## config.mk

```make
export PLATFORM = sky130hd
export DESIGN_NAME = front_panel_ctl
export DESIGN_NICKNAME = d
export VERILOG_FILES = /design/src/rtl/front_panel_ctl.sv
export SDC_FILE = /design/constraint.sdc
export NUM_CORES = 1
export LEC_CHECK = 0
export BUFFER_PORTS_ARGS = -buffer_cell sky130_fd_sc_hd__buf_2
export CORE_ASPECT_RATIO = 1.25
export CORE_UTILIZATION = 40
export CTS_BUF_LIST = sky130_fd_sc_hd__clkbuf_8
export DETAILED_ROUTE_END_ITERATION = 8
export SLEW_MARGIN = 20
export SYNTH_ARGS = -nofsm -noshare
export SYNTH_HDL_FRONTEND = slang
export SYNTH_SLANG_ARGS = --single-unit
```

## constraint.sdc

```tcl
create_clock -name SlowClock -period 1.9 [get_ports SlowClock]
set_clock_uncertainty 0.2 [all_clocks]
set_input_delay 0 -clock SlowClock [delete_from_list [all_inputs] [get_ports SlowClock]]
set_output_delay 0 -clock SlowClock [all_outputs]
set_load 0.02 [all_outputs]
```

## src/rtl/front_panel_ctl.sv

```systemverilog
// Front-panel action scheduler: shared debounce strobes, arbitration of
// debounced button / BMC events, and timed active-low button pulses to the PCH
// with a quiet holdoff after every pulse.
module front_panel_ctl #(
    parameter int PULSE_TICKS   = 2,
    parameter int HOLDOFF_TICKS = 8,
    parameter int FORCE_TICKS   = 48
) (
    input  logic SlowClock,
    input  logic MainReset,
    output logic Strobe16ms,
    output logic Strobe125ms,
    input  logic PwrIntr,
    input  logic PwrHoldN,
    input  logic RstIntr,
    input  logic BmcPwrReq,
    input  logic PowerGood,
    output logic PchPwrBtnN,
    output logic PchRstBtnN,
    output logic Busy
);

    typedef enum logic [2:0] {
        IDLE  = 3'd0,
        PWR   = 3'd1,
        RST   = 3'd2,
        FORCE = 3'd3,
        HOLD  = 3'd4
    } state_t;

    localparam logic [5:0] PULSE_LAST = 6'(PULSE_TICKS - 1);
    localparam logic [5:0] HOLD_LAST  = 6'(HOLDOFF_TICKS - 1);
    localparam logic [5:0] FORCE_LAST = 6'(FORCE_TICKS - 1);
    localparam logic [5:0] TK_MAX     = 6'd63;

    logic [11:0] pre_q, pre_d;
    logic        strobe16_q, strobe16_d;
    logic        strobe125_q, strobe125_d;
    logic        pend_pwr_q, pend_pwr_d;
    logic        pend_rst_q, pend_rst_d;
    logic        pend_force_q, pend_force_d;
    logic        hold_prev_q, hold_prev_d;
    state_t      state_q, state_d;
    logic [5:0]  tk_q, tk_d;
    logic        pwr_btn_n_q, pwr_btn_n_d;
    logic        rst_btn_n_q, rst_btn_n_d;
    logic        busy_q, busy_d;

    logic        grant_pwr;
    logic        grant_rst;
    logic        grant_force;
    logic        clear_queued;
    logic [5:0]  tk_adv;

    // Free-running prescaler and the two strobes decoded from its previous value.
    always_comb begin
        pre_d       = pre_q + 12'd1;
        strobe16_d  = (pre_q[8:0] == 9'h1FF);
        strobe125_d = (pre_q == 12'hFFF);
    end

    // Arbitration, pulse timing and preemption; outputs follow the next state.
    always_comb begin
        state_d      = state_q;
        tk_d         = tk_q;
        grant_pwr    = 1'b0;
        grant_rst    = 1'b0;
        grant_force  = 1'b0;
        clear_queued = 1'b0;
        tk_adv       = tk_q;
        if (strobe125_q && (tk_q != TK_MAX)) begin
            tk_adv = tk_q + 6'd1;
        end

        case (state_q)
            IDLE: begin
                if (pend_force_q) begin
                    state_d     = FORCE;
                    grant_force = 1'b1;
                    tk_d        = 6'd0;
                end else if (pend_rst_q) begin
                    state_d   = RST;
                    grant_rst = 1'b1;
                    tk_d      = 6'd0;
                end else if (pend_pwr_q) begin
                    state_d   = PWR;
                    grant_pwr = 1'b1;
                    tk_d      = 6'd0;
                end
            end
            PWR, RST: begin
                if (pend_force_q) begin
                    state_d     = FORCE;
                    grant_force = 1'b1;
                    tk_d        = 6'd0;
                end else if (strobe125_q && (tk_q == PULSE_LAST)) begin
                    state_d = HOLD;
                    tk_d    = 6'd0;
                end else begin
                    tk_d = tk_adv;
                end
            end
            FORCE: begin
                if (strobe125_q && (tk_q == FORCE_LAST)) begin
                    state_d      = HOLD;
                    tk_d         = 6'd0;
                    clear_queued = 1'b1;
                end else begin
                    tk_d = tk_adv;
                end
            end
            HOLD: begin
                if (pend_force_q) begin
                    state_d     = FORCE;
                    grant_force = 1'b1;
                    tk_d        = 6'd0;
                end else if (strobe125_q && (tk_q == HOLD_LAST)) begin
                    state_d = IDLE;
                    tk_d    = 6'd0;
                end else begin
                    tk_d = tk_adv;
                end
            end
            default: begin
                state_d = IDLE;
                tk_d    = 6'd0;
            end
        endcase

        pwr_btn_n_d = !((state_d == PWR) || (state_d == FORCE));
        rst_btn_n_d = (state_d != RST);
        busy_d      = (state_d != IDLE);
    end

    // Pending flags: a new event beats a same-cycle clear; a force arriving while forcing is absorbed.
    always_comb begin
        hold_prev_d  = PwrHoldN;
        pend_pwr_d   = (pend_pwr_q & ~(grant_pwr | clear_queued)) | PwrIntr | BmcPwrReq;
        pend_rst_d   = (pend_rst_q & ~(grant_rst | clear_queued)) | (RstIntr & PowerGood);
        pend_force_d = 1'b0;
        if (state_q != FORCE) begin
            pend_force_d = (pend_force_q & ~grant_force) | (hold_prev_q & ~PwrHoldN);
        end
    end

    // State register; reset drops all pending work and releases both buttons immediately.
    always_ff @(posedge SlowClock or negedge MainReset) begin
        if (!MainReset) begin
            pre_q        <= 12'd0;
            strobe16_q   <= 1'b0;
            strobe125_q  <= 1'b0;
            pend_pwr_q   <= 1'b0;
            pend_rst_q   <= 1'b0;
            pend_force_q <= 1'b0;
            hold_prev_q  <= 1'b1;
            state_q      <= IDLE;
            tk_q         <= 6'd0;
            pwr_btn_n_q  <= 1'b1;
            rst_btn_n_q  <= 1'b1;
            busy_q       <= 1'b0;
        end else begin
            pre_q        <= pre_d;
            strobe16_q   <= strobe16_d;
            strobe125_q  <= strobe125_d;
            pend_pwr_q   <= pend_pwr_d;
            pend_rst_q   <= pend_rst_d;
            pend_force_q <= pend_force_d;
            hold_prev_q  <= hold_prev_d;
            state_q      <= state_d;
            tk_q         <= tk_d;
            pwr_btn_n_q  <= pwr_btn_n_d;
            rst_btn_n_q  <= rst_btn_n_d;
            busy_q       <= busy_d;
        end
    end

    assign Strobe16ms  = strobe16_q;
    assign Strobe125ms = strobe125_q;
    assign PchPwrBtnN  = pwr_btn_n_q;
    assign PchRstBtnN  = rst_btn_n_q;
    assign Busy        = busy_q;

endmodule

```

; Word-level counts from Yosys, hierarchy flattened
; Index checks and enable logic that the tools add are counted.
[word_totals]
regBits = 30
in_bits = 7
output_inout_bits = 5
elab_cells = 85
[classes]
add_sub_neg = 2
n_eq_ne = 15
muxes = 31
n_bitwise = 15
reduce_logical = 10
[op_table]
columns = operator, n
row1 = $mux W6, 9
row2 = $mux W3, 8
row3 = $pmux W6 S4, 1
row4 = $add A12 B1 Y12 const B, 1
row5 = $eq A12 B12 Y1 const B, 1
row6 = $mux W1, 12
row7 = $pmux W3 S4, 1
row8 = $eq A3 B2 Y1 const B, 3
row9 = $eq A9 B9 Y1 const B, 1
row10 = $add A6 B1 Y6 const B, 1
row11 = $eq A3 B1 Y1 const B, 2
row12 = $eq A6 B1 Y1 const B, 1
row13 = $eq A6 B3 Y1 const B, 1
row14 = $eq A6 B6 Y1 const B, 1
row15 = $ne A3 B2 Y1 const B, 2
row16 = $ne A6 B6 Y1 const B, 1
row17 = $or A1 B1 Y1, 6
row18 = $and A1 B1 Y1, 5
row19 = $logic_and A1 B1 Y1, 4
row20 = $ne A4 B4 Y1 const B, 1
row21 = $not A1 Y1, 4
row22 = $reduce_or A4 Y1, 1
row23 = $eq A3 B3 Y1 const B, 1
row24 = $logic_not A3 Y1, 1
row25 = other kinds (4), 4

; Longest topological paths before layout
; Gate-level depths: netlist of run 1.
[depth]
depth_word = 9
ltp_mapped = 6
ltp_nobuf = 6

; Least setup slack after synthesis of run 1
; OpenSTA, ideal clock, no wires.
[synth_path]
path_kind = reg-to-reg
start = reg tk_q[0]
end = reg tk_q[4]
arrival_ns = 1.694
t_required_ns = 1.622
path_slack_ns = -0.072
stages_incl_launch_ff = 7
n_path_buf = 1
synth_period_minus_slack_ns = 1.972
path_cell_list = dfrtp_1 > ha_1 > and4_4 > a21bo_1 > buf_6 > or4_1 > a21oi_1
[synth_between]
elab_chain_len = 6
elab_cells_between_ends = 16
cone_classes = add/sub: 1 / eq/ne: 4 / mux: 7 / reduce/logical: 4
[synth_rtl]
columns = element, line
row1 = start: declaration, 44  ; logic [5:0] tk_q, tk_d;
row2 = start signal: assignment, 170  ; tk_q <= tk_d;
row3 = "parallel branches: the longest is 5 deep, another holds $add A6 B1 Y6", --
row4 = $pmux W6 S4 (*), 75  ; case (state_q)
; Mark *: on every way between the ends.
; A chain may end at the register's enable or synchronous reset.

; Worst setup path in the final report of run 1
[layout_path]
start = reg tk_q[0]
end = reg tk_q[3]
; The elaborated chain is that of the path after synthesis.

==> results of run 1 <==
## layout make-up
| class | instances | share of cell area [%] |
|---|---|---|
| tap | 39 | 2.44 |
| multi-input combinational | 99 | 39.1 |
| clock inverter | 2 | 0.625 |
| clock buffer | 6 | 4.13 |
| timing repair buffer | 40 | 14.6 |
| sequential | 30 | 37.9 |
| inverter | 7 | 1.31 |
## stage by stage
stage / setup WS [ns] / cells / setup TNS, ns
final: -0.0149 / 223 / -0.0201
after global routing: -0.0631 / 223 / -0.260
after CTS: 0.00470 / 219 / 0
after detailed placement: -0.0575 / 203 / -0.191
after global placement: -0.0132 / 203 / -0.0143
after floorplan: 0.0225 / 143 / 0
## critical path, cell delays in order (launching register included)
cell	delay (ns)
dfrtp_1	0.40
ha_2	0.20
and4_4	0.20
a21bo_4	0.24
or4_1	0.48
a21oi_2	0.12
## per-layer routing
layer | up-vias | GRT usage (%)
met4 | 0 | 7.86
met3 | 5 | 4.51
met2 | 13 | 28.0
met5 | - | 0
met1 | 585 | 17.7
li1 | 589 | -
## power groups by stage
stage,sequential [W],combinational (W),clock (W)
final,0.000777,0.000599,0.000526
after global routing,0.000789,0.000663,0.000567
after CTS,0.000773,0.000559,0.000540
after detailed placement,0.000785,0.000548,0
after global placement,0.000785,0.000533,0
after floorplan,0.000795,0.000357,0
## path summary, 6_finish.rpt
path	endpoint	slack, ns
setup / recovery	tk_q[3]$_DFFE_PN0P_	-0.01
hold / removal	pend_pwr_q$_DFF_PN0_	0.08
setup reg to reg	tk_q[3]$_DFFE_PN0P_	-0.01
hold reg to reg	pre_q[11]$_DFF_PN0_	0.26
max in group asynchronous	pend_force_q$_DFF_PN0_	0.96
min in group SlowClock	hold_prev_q$_DFF_PN1_	0.17
## what timing repair did
item / 4_1_cts / 5_1_grt
hold endpoints to repair: 34 / 0
hold buffers: 6 / 0
pin swaps: 1 / 5
resized for setup: 2 / 18
setup endpoints to repair: 6 / 7
setup buffers: 2 / 5
## kinds of logic after synthesis
family          share of synthesized area (%)
compound gates                           14.2
xor+xnor                                 5.68
fa+ha+maj                                3.24
buf+inv                                  5.27
flops                                    48.9
simple gates                             22.7
## synth_stat cells, drive strengths merged, types with 2 or more instances
cell and number:
dfrtp 27, nand2 14, xnor2 9, inv 7, nor2 7, a21oi 6
buf 6, nand3 6, o21ai 6, nor3 5, ha 4, nand2b 4
o31ai 4, or4 4, a211oi 3, a31oi 3, dfstp 3, and3 2
and4 2, nand4 2, nor2b 2, or3 2
## placed cells by master, fill, tap and decap left out, drive strengths merged, types with 2 or more instances in the layout
| master | count |
|---|---|
| xnor2 | 9 |
| o21ai | 6 |
| a21oi | 6 |
| buf | 34 |
| nor2b | 2 |
| and4 | 2 |
| nand4 | 2 |
| a31oi | 3 |
| and3 | 2 |
| o31ai | 4 |
| or4 | 4 |
| nand2b | 4 |
| dfrtp | 27 |
| nor3 | 5 |
| a211oi | 3 |
| nand2 | 14 |
| ha | 4 |
| clkbuf | 6 |
| nand3 | 6 |
| inv | 7 |
| dlygate4sd3 | 6 |
| dfstp | 3 |
| or3 | 2 |
| nor2 | 7 |
==> metrics.md, run 1 <==
| Metric | Value |
|---|---|
| Run status | complete, but fails checks |
| Violated checks | DRC, setup timing |
| Minimum clock period | about 1.9 ns |
| Row Count | 24 |
| Average detailed-routed wire length per instance | around 14 um |
| Effective utilization at floorplan | 43.2% |
| Register ranked first by flip-flop count | pre_q |
| Sequential area share after synthesis | between 40% and 50% |
| Largest net degree at the start of global routing | 31 |
| Dominant cell type by area after synthesis | dfrtp_1 |
| Most frequently used flop master after synthesis | dfrtp_1 |
| Vertical die dimension | slightly above 70 um |
| Power spent charging and discharging nets | about 0.0006 W |
| Met3 WL | 82 um |
| Number of max-cap violations | 0 |
| Combinational cell fraction of total power | between 30% and 40% |
| Number of H-tree levels | 2 |
| Maximum VDD drop | 0.000511 V |
| Critical Setup Path Class | reg -> reg |
| Post-synth EDFFs | 0 |
| Part of the total power dissipated in the clock network | between 20% and 30% |
| Combined area of all synthesized cells | between 1500 and 2000 um^2 |
| Post-route core utilization | 56.0% |
| Met1 wire length | between 1000 and 1500 um |
| Startpoint type of the worst setup path | register |
| Top cells by area, synth | dfrtp_1 44%, dfstp_2 5.1%, xnor2_1 5.1% |
| Post-route cell area | 2000 um^2 |
| Final layout net count | roughly 190 |
| Half-perimeter wire length after detailed placement | 2080 um |
| Multi-input gate area in the final layout | 782 um^2 |
| FILL cells | between 300 and 400 |
| Buffers on Ports | 11 |
| Area of the die | 4110 um^2 |
| Longest Clk Path Bufs | 2 |
| Register bit total from synthesis | 30 |
| Number of buffers inserted during clock tree synthesis | 5 |
| Total setup violations reported at the end of the flow | 2 |
| Number of diodes | 0 |
| Area of the placeable core | roughly 3600 um^2 |
| Horizontal extent of the die | ~58 um |
| Amount of wire on met2 after detailed routing | 1650 um |
| Internal power contribution | between 0.001 and 0.0015 W |
| Ports placed on the boundary | 12 |
| Post-synthesis instance total | between 100 and 150 |
| Unrepaired setup endpoints after global routing | true |
| Post-detailed-route DRC marker count | 3 |
| Top flop regs | pre_q: 12 flops, tk_q: 6 flops, state_q: 3 flops |
| Remaining global-route overflow | 0 |
| Synthesis-to-finish area growth | 29.8% |
| Clock latency reported for the late side of the worst-skew pair | around 0.28 ns |
| Switching share of power | 32.2% |
| Mean post-synth cell area | around 11 um^2 |
| Sequential cell area in the final layout | around 760 um^2 |
| Tightest hold margin | roughly 0.076 ns |
| Highest metal used | met4 |
| Max transition margin | between 50% and 60% |
| Via count of the first global-routing pass | 1237 |
| Critical register-to-register path startpoint | tk_q[0]$_DFFE_PN0P_ |
| Total power after layout | roughly 0.0019 W |
| Power Density | between 900 and 1000 nW/um^2 |
| Clock Tree Root | clkbuf_8 |
| Async set-reset flop share out of synthesis | 100% |
| Distinct cells, synth | 43 |
| Static leakage power | about 0.85 nW |
| Post-Synthesis Net Count | around 150 |
| Worst min path class | in -> async |
| Total via count in the routed design | around 1200 |
| Arrival time of the worst setup path | around 1.9 ns |
| Wire length after detailed routing | between 3000 and 4000 um |
| Worst EP required | about 1.9 ns |
| Total global routing track utilization | between 10% and 20% |
| Start point of the critical path | tk_q[0]$_DFFE_PN0P_ |
| Max FFs per register | 12 |
| Yosys warning total | 0 |
| Post-detailed-placement cell area | around 1700 um^2 |
| Max-slew violation total from the final report | 0 |
| Slack of the critical path | -0.0149 ns |
| DRC violation total after the first TritonRoute iteration | 38 |
| Antenna violations before repair | 0 |
| Register-to-Register Path Depth | 5 |
| Global-route wire length before repair | just over 5000 um |
| TritonCTS clock tree | yes |
| Crit. End Element | register |
| Placer Congestion | 0.831 |
| Layout cell share with drive strength beyond 1 | 39.1% |
| Reg clk slew, reported paths | roughly 0.070 ns |
| Sequential share of power | 40.8% |
| Maximum fanout count along the critical path | 8 |
| Detail-routed via count per cell | approximately 5.3 |
| Share of the clock period used by the worst path after layout | 101% |
| Actual slew at the worst max-slew pin | 0.648 ns |
| Number of sinks handled by clock tree synthesis | 30 |
| Number of search-and-repair iterations in the first detailed-routing pass | 7 |
| Residual antenna-violating net count after detailed routing | 0 |
| Area share of the largest cell type after synthesis | around 44% |
| Count of endpoints failing hold in the final timing report | 0 |
| Max Clk Rate | ~0.52 GHz |
No activity file was read; power rests on OpenSTA's default activity.
==> inputs of run 2 (changes only) <==
--- a/config.mk
+++ b/config.mk
@@ -6,10 +6,11 @@
 export NUM_CORES = 1
 export LEC_CHECK = 0
 export BUFFER_PORTS_ARGS = -buffer_cell sky130_fd_sc_hd__buf_2
-export CORE_ASPECT_RATIO = 1.25
+export CORE_ASPECT_RATIO = 0.7
 export CORE_UTILIZATION = 40
 export CTS_BUF_LIST = sky130_fd_sc_hd__clkbuf_8
 export DETAILED_ROUTE_END_ITERATION = 8
+export SETUP_SLACK_MARGIN = 0.15
 export SLEW_MARGIN = 20
 export SYNTH_ARGS = -nofsm -noshare
 export SYNTH_HDL_FRONTEND = slang
==> run 2 against run 1 <==
Compared with the run above: setup slack better by 0.049 ns; routed wire length rose by 14%; largest cell class unchanged; power is 8.9% higher; maximum frequency increased by 2.6%; final cell count rose by 8.5%; global-route usage is 1.6 points higher; the flow now finishes without violations; sequential share of layout area decreased by 2.2 points; critical endpoint is now tk_q[1]$_DFFE_PN0P_.
==> metrics.md, run 2 (synthesis results as in run 1) <==
| Metric | Value |
|---|---|
| Longest Clk Path Bufs | 2 |
| Max Clk Rate | between 0.5 and 0.6 GHz |
| Detail-routed via count per cell | 5.15 |
| Worst min path class | in -> async |
| Average detailed-routed wire length per instance | 14.3 um |
| Number of max-cap violations | 0 |
| Largest net degree at the start of global routing | 31 |
| Startpoint type of the worst setup path | register |
| FILL cells | around 310 |
| Layout cell share with drive strength beyond 1 | 45.3% |
| Final layout net count | 202 |
| Post-detailed-route DRC marker count | 0 |
| Horizontal extent of the die | 76.2 um |
| Global-route wire length before repair | roughly 5500 um |
| Ports placed on the boundary | 12 |
| Max-slew violation total from the final report | 0 |
| Leading cell type in the layout, fill and taps excluded | buf_4 |
| Internal power contribution | roughly 0.0014 W |
| Number of H-tree levels | 2 |
| Wire length after detailed routing | 3450 um |
| TritonCTS clock tree | yes |
| Clock Tree Root | clkbuf_8 |
| Switching share of power | a little under a third |
| Row Count | 18 |
| Accumulated negative setup slack | 0 ns |
| Effective utilization at floorplan | 42.8% |
| Number of buffers inserted during clock tree synthesis | 5 |
| Minimum clock period | approximately 1.9 ns |
| Actual slew at the worst max-slew pin | approximately 0.67 ns |
| Most frequent cells in the layout | 28 x buf_4, 23 x dfrtp_1, 13 x nand2_1 |
| Via count of the first global-routing pass | between 1000 and 1500 |
| Critical Setup Path Class | reg -> reg |
| Power spent charging and discharging nets | ~0.00065 W |
| Placer Congestion | roughly 0.8 |
| Register-to-Register Path Depth | 5 |
| Sequential cell area in the final layout | 759 um^2 |
| Total setup violations reported at the end of the flow | 0 |
| Reg clk slew, reported paths | 0.07 ns |
| Crit. End Element | register |
| Maximum VDD drop | approximately 0.00046 V |
| Post-detailed-placement cell area | between 1500 and 2000 um^2 |
| Count of endpoints failing hold in the final timing report | 0 |
| Power Density | a little under 1000 nW/um^2 |
| Number of search-and-repair iterations in the first detailed-routing pass | 4 |
| Buffers on Ports | 11 |
| Maximum fanout count along the critical path | 8 |
| Sequential share of power | 38.2% |
| Area of the die | a little over 4000 um^2 |
| Multi-input gate area in the final layout | ~820 um^2 |
| Residual antenna-violating net count after detailed routing | 0 |
| Total global routing track utilization | 17.6% |
| Unrepaired setup endpoints after global routing | true |
| Register ranked first by flip-flop count | pre_q |
| Antenna violations before repair | 0 |
| Number of sinks handled by clock tree synthesis | 30 |
| Worst EP required | between 1.5 and 2 ns |
| Max FFs per register | 12 |
| Top flop regs | pre_q: 12 flops, tk_q: 6 flops, state_q: 3 flops |
| Area of the placeable core | about 3600 um^2 |
| Vertical die dimension | between 50 and 60 um |
| DRC violation total after the first TritonRoute iteration | just under 100 |
| Total via count in the routed design | approximately 1200 |
| Share of the clock period used by the worst path after layout | a little over nine tenths |
| Arrival time of the worst setup path | around 1.9 ns |
| Half-perimeter wire length after detailed placement | between 2000 and 2500 um |
| Static leakage power | 0.908 nW |
| Number of diodes | 0 |
| Combinational cell fraction of total power | around a third |
| Clock latency reported for the late side of the worst-skew pair | 0.28 ns |
| Part of the total power dissipated in the clock network | ~30% |
| Synthesis-to-finish area growth | 38.0% |
| Max transition margin | 55.4% |
| Run status | finished, final reports clean |
| Post-route cell area | between 2000 and 2500 um^2 |
| Remaining global-route overflow | 0 |
==> run 2: worst paths after layout <==
check / start / endpoint / slack (ns)
worst max-delay path: state_q[0]$_DFF_PN0_ / tk_q[1]$_DFFE_PN0P_ / 0.03
worst min-delay path: MainReset / state_q[1]$_DFF_PN0_ / 0.09
worst max register to register: state_q[0]$_DFF_PN0_ / tk_q[1]$_DFFE_PN0P_ / 0.03
min in group SlowClock: PwrHoldN / hold_prev_q$_DFF_PN1_ / 0.18
max in group asynchronous: MainReset / tk_q[3]$_DFFE_PN0P_ / 0.94
worst min register to register: pre_q[11]$_DFF_PN0_ / pre_q[11]$_DFF_PN0_ / 0.27
==> run 2: power groups by stage <==
stage | Sequential, W | Combinational (W) | Clock (W)
3_3_place_gp | 0.000785 | 0.000546 | 0
6_report | 0.000791 | 0.000659 | 0.000623
3_5_place_dp | 0.000788 | 0.000554 | 0
2_1_floorplan | 0.000795 | 0.000357 | 0
5_1_grt | 0.000799 | 0.000714 | 0.000667
4_1_cts | 0.000781 | 0.000571 | 0.000637
==> run 2: repair_timing <==
item,in CTS,in global routing
endpoints found under the setup margin,9,12
cloned,1,0
endpoints found under the hold margin,34,0
gates resized for setup,9,20
buffers inserted,5,7
hold buffers,6,0
pin swaps,6,3
==> run 2: layer usage <==
metal | part of all wire, % | global-route usage, %
met1 | 45 | 20.9
met2 | 50 | 30.3
met3 | 2.9 | 5.08
met4 | 1.5 | 8.65
met5 | 0 | 0
==> run 2: cell type report <==
class	count	area share, %
multi-input combinational	100	38.7
timing repair buffer	47	16.3
sequential	30	35.7
clock inverter	3	1.88
inverter	7	1.23
tap	50	2.94
clock buffer	5	3.23
==> run 2: worst max-delay path, stage by stage, from the launching register on <==
cell,delay (ns)
dfrtp_2,0.46
or4b_4,0.57
a31oi_4,0.20
a2111oi_4,0.07
buf_6,0.17
a21oi_2,0.11
==> run 2: metrics by stage <==
| stage | hold WS, ns | setup WS [ns] | power (W) | cells | util, % |
|---|---|---|---|---|---|
| after floorplan | -0.496 | 0.0235 | 0.00115 | 143 | - |
| after global placement | -0.143 | 0.0601 | 0.00133 | 215 | 48.4 |
| after detailed placement | -0.134 | -0.00242 | 0.00134 | 215 | 48.4 |
| after CTS | 0.113 | 0.0461 | 0.00199 | 235 | 55.2 |
| after global routing | 0.159 | -0.0395 | 0.00218 | 242 | 59.1 |
| final | 0.0915 | 0.0338 | 0.00207 | 242 | 59.1 |
==> inputs of run 3 (changes only) <==
--- a/config.mk
+++ b/config.mk
@@ -6,10 +6,13 @@
 export NUM_CORES = 1
 export LEC_CHECK = 0
 export BUFFER_PORTS_ARGS = -buffer_cell sky130_fd_sc_hd__buf_2
+export CELL_PAD_IN_SITES_DETAIL_PLACEMENT = 1
+export CELL_PAD_IN_SITES_GLOBAL_PLACEMENT = 1
 export CORE_ASPECT_RATIO = 0.7
 export CORE_UTILIZATION = 40
 export CTS_BUF_LIST = sky130_fd_sc_hd__clkbuf_8
 export DETAILED_ROUTE_END_ITERATION = 8
+export PLACE_DENSITY_LB_ADDON = 0.1
 export SETUP_SLACK_MARGIN = 0.15
 export SLEW_MARGIN = 20
 export SYNTH_ARGS = -nofsm -noshare
==> run 3 against run 2 <==
Compared with the run above: the flow now finishes with violations (setup timing); die area did not move; maximum frequency fell by 3.0%; final area fell by 3.9%; sequential share of layout area rose by 1.4 points; first-iteration DRC count fell by 55%; hold slack improved by 0.019 ns; routed wire length rose by 12%; final cell count did not move; largest power group unchanged.
==> metrics.md, run 3 (synthesis results as in run 1) <==
| Metric | Value |
|---|---|
| Half-perimeter wire length after detailed placement | between 2000 and 3000 um |
| Accumulated negative setup slack | -0.116 ns |
| Number of sinks handled by clock tree synthesis | 30 |
| Startpoint type of the worst setup path | register |
| Vertical die dimension | roughly 54 um |
| Number of standard cells in the layout, taps in and fillers out | 242 |
| Synthesis-to-finish area growth | 32.6% |
| Horizontal extent of the die | ~76 um |
| Max transition margin | about 55% |
| Area of the placeable core | 3600 um^2 |
| Residual antenna-violating net count after detailed routing | 0 |
| Static leakage power | roughly 0.9 nW |
| Number of buffers inserted during clock tree synthesis | 5 |
| Row Count | 18 |
| Violated checks | setup timing |
| Most frequent cells in the layout | 28 x buf_4, 24 x dfrtp_1, 13 x nand2_1 |
| Share of the clock period used by the worst path after layout | 101% |
| Post-detailed-placement cell area | 1790 um^2 |
| Max Clk Rate | around 0.52 GHz |
| Clock latency reported for the late side of the worst-skew pair | between 0.2 and 0.3 ns |
| Remaining global-route overflow | 0 |
| Total via count in the routed design | 1263 |
| Largest net degree at the start of global routing | 31 |
| Post-route core utilization | 56.8% |
| Total setup violations reported at the end of the flow | 7 |
| R2R Setup Slk | -0.02 ns |
| Leading cell type in the layout, fill and taps excluded | buf_4 |
| Actual slew at the worst max-slew pin | 0.682 ns |
| Minimum clock period | 1.92 ns |
| Worst EP required | approximately 1.9 ns |
| Number of diodes | 0 |
| Max FFs per register | 12 |
| Average detailed-routed wire length per instance | ~16 um |
| Antenna violations before repair | 0 |
| FILL cells | between 400 and 500 |
| Max-slew violation total from the final report | 0 |
| Sequential share of power | 40.5% |
| Top flop regs | pre_q: 12 flops, tk_q: 6 flops, state_q: 3 flops |
| Slack of the critical path | -0.0234 ns |
| Reg clk slew, reported paths | approximately 0.060 ns |
| Number of instances in the placed design | about 220 |
| Post-route cell area | ~2000 um^2 |
| Number of max-cap violations | 0 |
| Critical Setup Path Class | reg -> reg |
| Wire length after detailed routing | around 3900 um |
| Register ranked first by flip-flop count | pre_q |
| Total global routing track utilization | around a fifth |
| Effective utilization at floorplan | a little over two fifths |
| Placer Congestion | 0.747 |
| TritonCTS clock tree | yes |
| Power spent charging and discharging nets | between 0.0006 and 0.0007 W |
| Unrepaired setup endpoints after global routing | true |
| Internal power contribution | 0.00130 W |
| Arrival time of the worst setup path | roughly 1.9 ns |
| Maximum fanout count along the critical path | 6 |
| Maximum VDD drop | approximately 0.00067 V |
| Global-route wire length before repair | approximately 6300 um |
| Area of the die | roughly 4100 um^2 |
| Number of H-tree levels | 2 |
| Power Density | roughly 950 nW/um^2 |
| Clock Tree Root | clkbuf_8 |
| Combinational cell fraction of total power | approximately a third |
| Crit. End Element | register |
| Number of search-and-repair iterations in the first detailed-routing pass | 4 |
| Switching share of power | between 30% and 40% |
| Ports placed on the boundary | 12 |
| Worst min path class | in -> async |
| Via count of the first global-routing pass | ~1300 |
| Detail-routed via count per cell | about 5.2 |
| Buffers on Ports | 11 |
| Post-detailed-route DRC marker count | 0 |
| Part of the total power dissipated in the clock network | 24.3% |
| DRC violation total after the first TritonRoute iteration | 44 |
| Layout cell share with drive strength beyond 1 | between 30% and 40% |
| Longest Clk Path Bufs | 2 |
| Final layout net count | ~200 |
| Count of endpoints failing hold in the final timing report | 0 |
| Run status | complete, but fails checks |
-- run 3: changes by cell type in the layout (fill, tap and decap cells not counted), moves of 2 or more --
cell      before  now
nor2b_1        0    2
o31ai_1        1    3
or4_4          2    0
a211oi_2       1    3
or4_1          2    4
nor2b_2        2    0
o31ai_2        3    1
inv_1          7   10
clkinv_2       2    0
-- run 3: power groups by stage --
stage	sequential [W]	clock (W)	combinational (W)
floorplan	0.000795	0	0.000357
global placement	0.000790	0	0.000568
finish	0.000788	0.000472	0.000686
detailed placement	0.000797	0	0.000584
global route	0.000795	0.000518	0.000743
CTS	0.000785	0.000488	0.000610
-- run 3: area by class of cell --
| cell class | count | area [um^2] | area share (%) |
|---|---|---|---|
| Clock inverter | 3 | 11.3 | 0.550 |
| Tap cell | 50 | 62.6 | 3.06 |
| Multi-Input combinational cell | 99 | 751 | 36.7 |
| Sequential cell | 30 | 758 | 37.1 |
| Inverter | 7 | 26.3 | 1.28 |
| Timing Repair Buffer | 48 | 368 | 18.0 |
| Clock buffer | 5 | 68.8 | 3.36 |
-- run 3: worst max-delay path, stage by stage (launching register included) --
cell,delay (ns)
dfrtp_1,0.37
ha_2,0.19
and4_4,0.25
a211oi_2,0.07
buf_4,0.16
a2111oi_4,0.34
buf_6,0.18
a21oi_1,0.05
-- run 3: what timing repair did --
| item | in CTS | in global routing |
|---|---|---|
| gates resized for setup | 4 | 12 |
| buffers inserted | 5 | 4 |
| pin swaps | 5 | 5 |
| hold endpoints to repair | 34 | 0 |
| hold buffers | 6 | 0 |
| endpoints found under the setup margin | 10 | 14 |
| cloned | 0 | 0 |
-- run 3: through the flow --
stage	hold WS [ns]	power [W]	worst slack, ns
after CTS	0.108	0.00188	-0.0327
after floorplan	-0.496	0.00115	0.0235
after global routing	0.163	0.00206	-0.139
after detailed placement	-0.120	0.00138	-0.0525
final	0.110	0.00195	-0.0234
after global placement	-0.140	0.00136	0.0482
-- run 3: final timing paths --
path / startpoint / end / depth (start not counted)
setup reg to reg: tk_q[1]$_DFFE_PN0P_ / tk_q[4]$_DFFE_PN0P_ / 7
hold / removal: MainReset / pend_rst_q$_DFF_PN0_ / 2
max in group asynchronous: MainReset / tk_q[5]$_DFFE_PN0P_ / 2
min in group SlowClock: PwrHoldN / hold_prev_q$_DFF_PN1_ / 2
setup / recovery: tk_q[1]$_DFFE_PN0P_ / tk_q[4]$_DFFE_PN0P_ / 7
hold reg to reg: pre_q[10]$_DFF_PN0_ / pre_q[10]$_DFF_PN0_ / 1
-- run 3: per-layer routing --
metal	wire length (um)	track usage (%)	share of wire, %	vias up
met3	129	6.27	3.3	5
li1	-	-	-	608
met5	0	0	0	-
met2	1800	33.3	47	16
met1	1890	27.3	49	634
met4	48	8.33	1.2	0
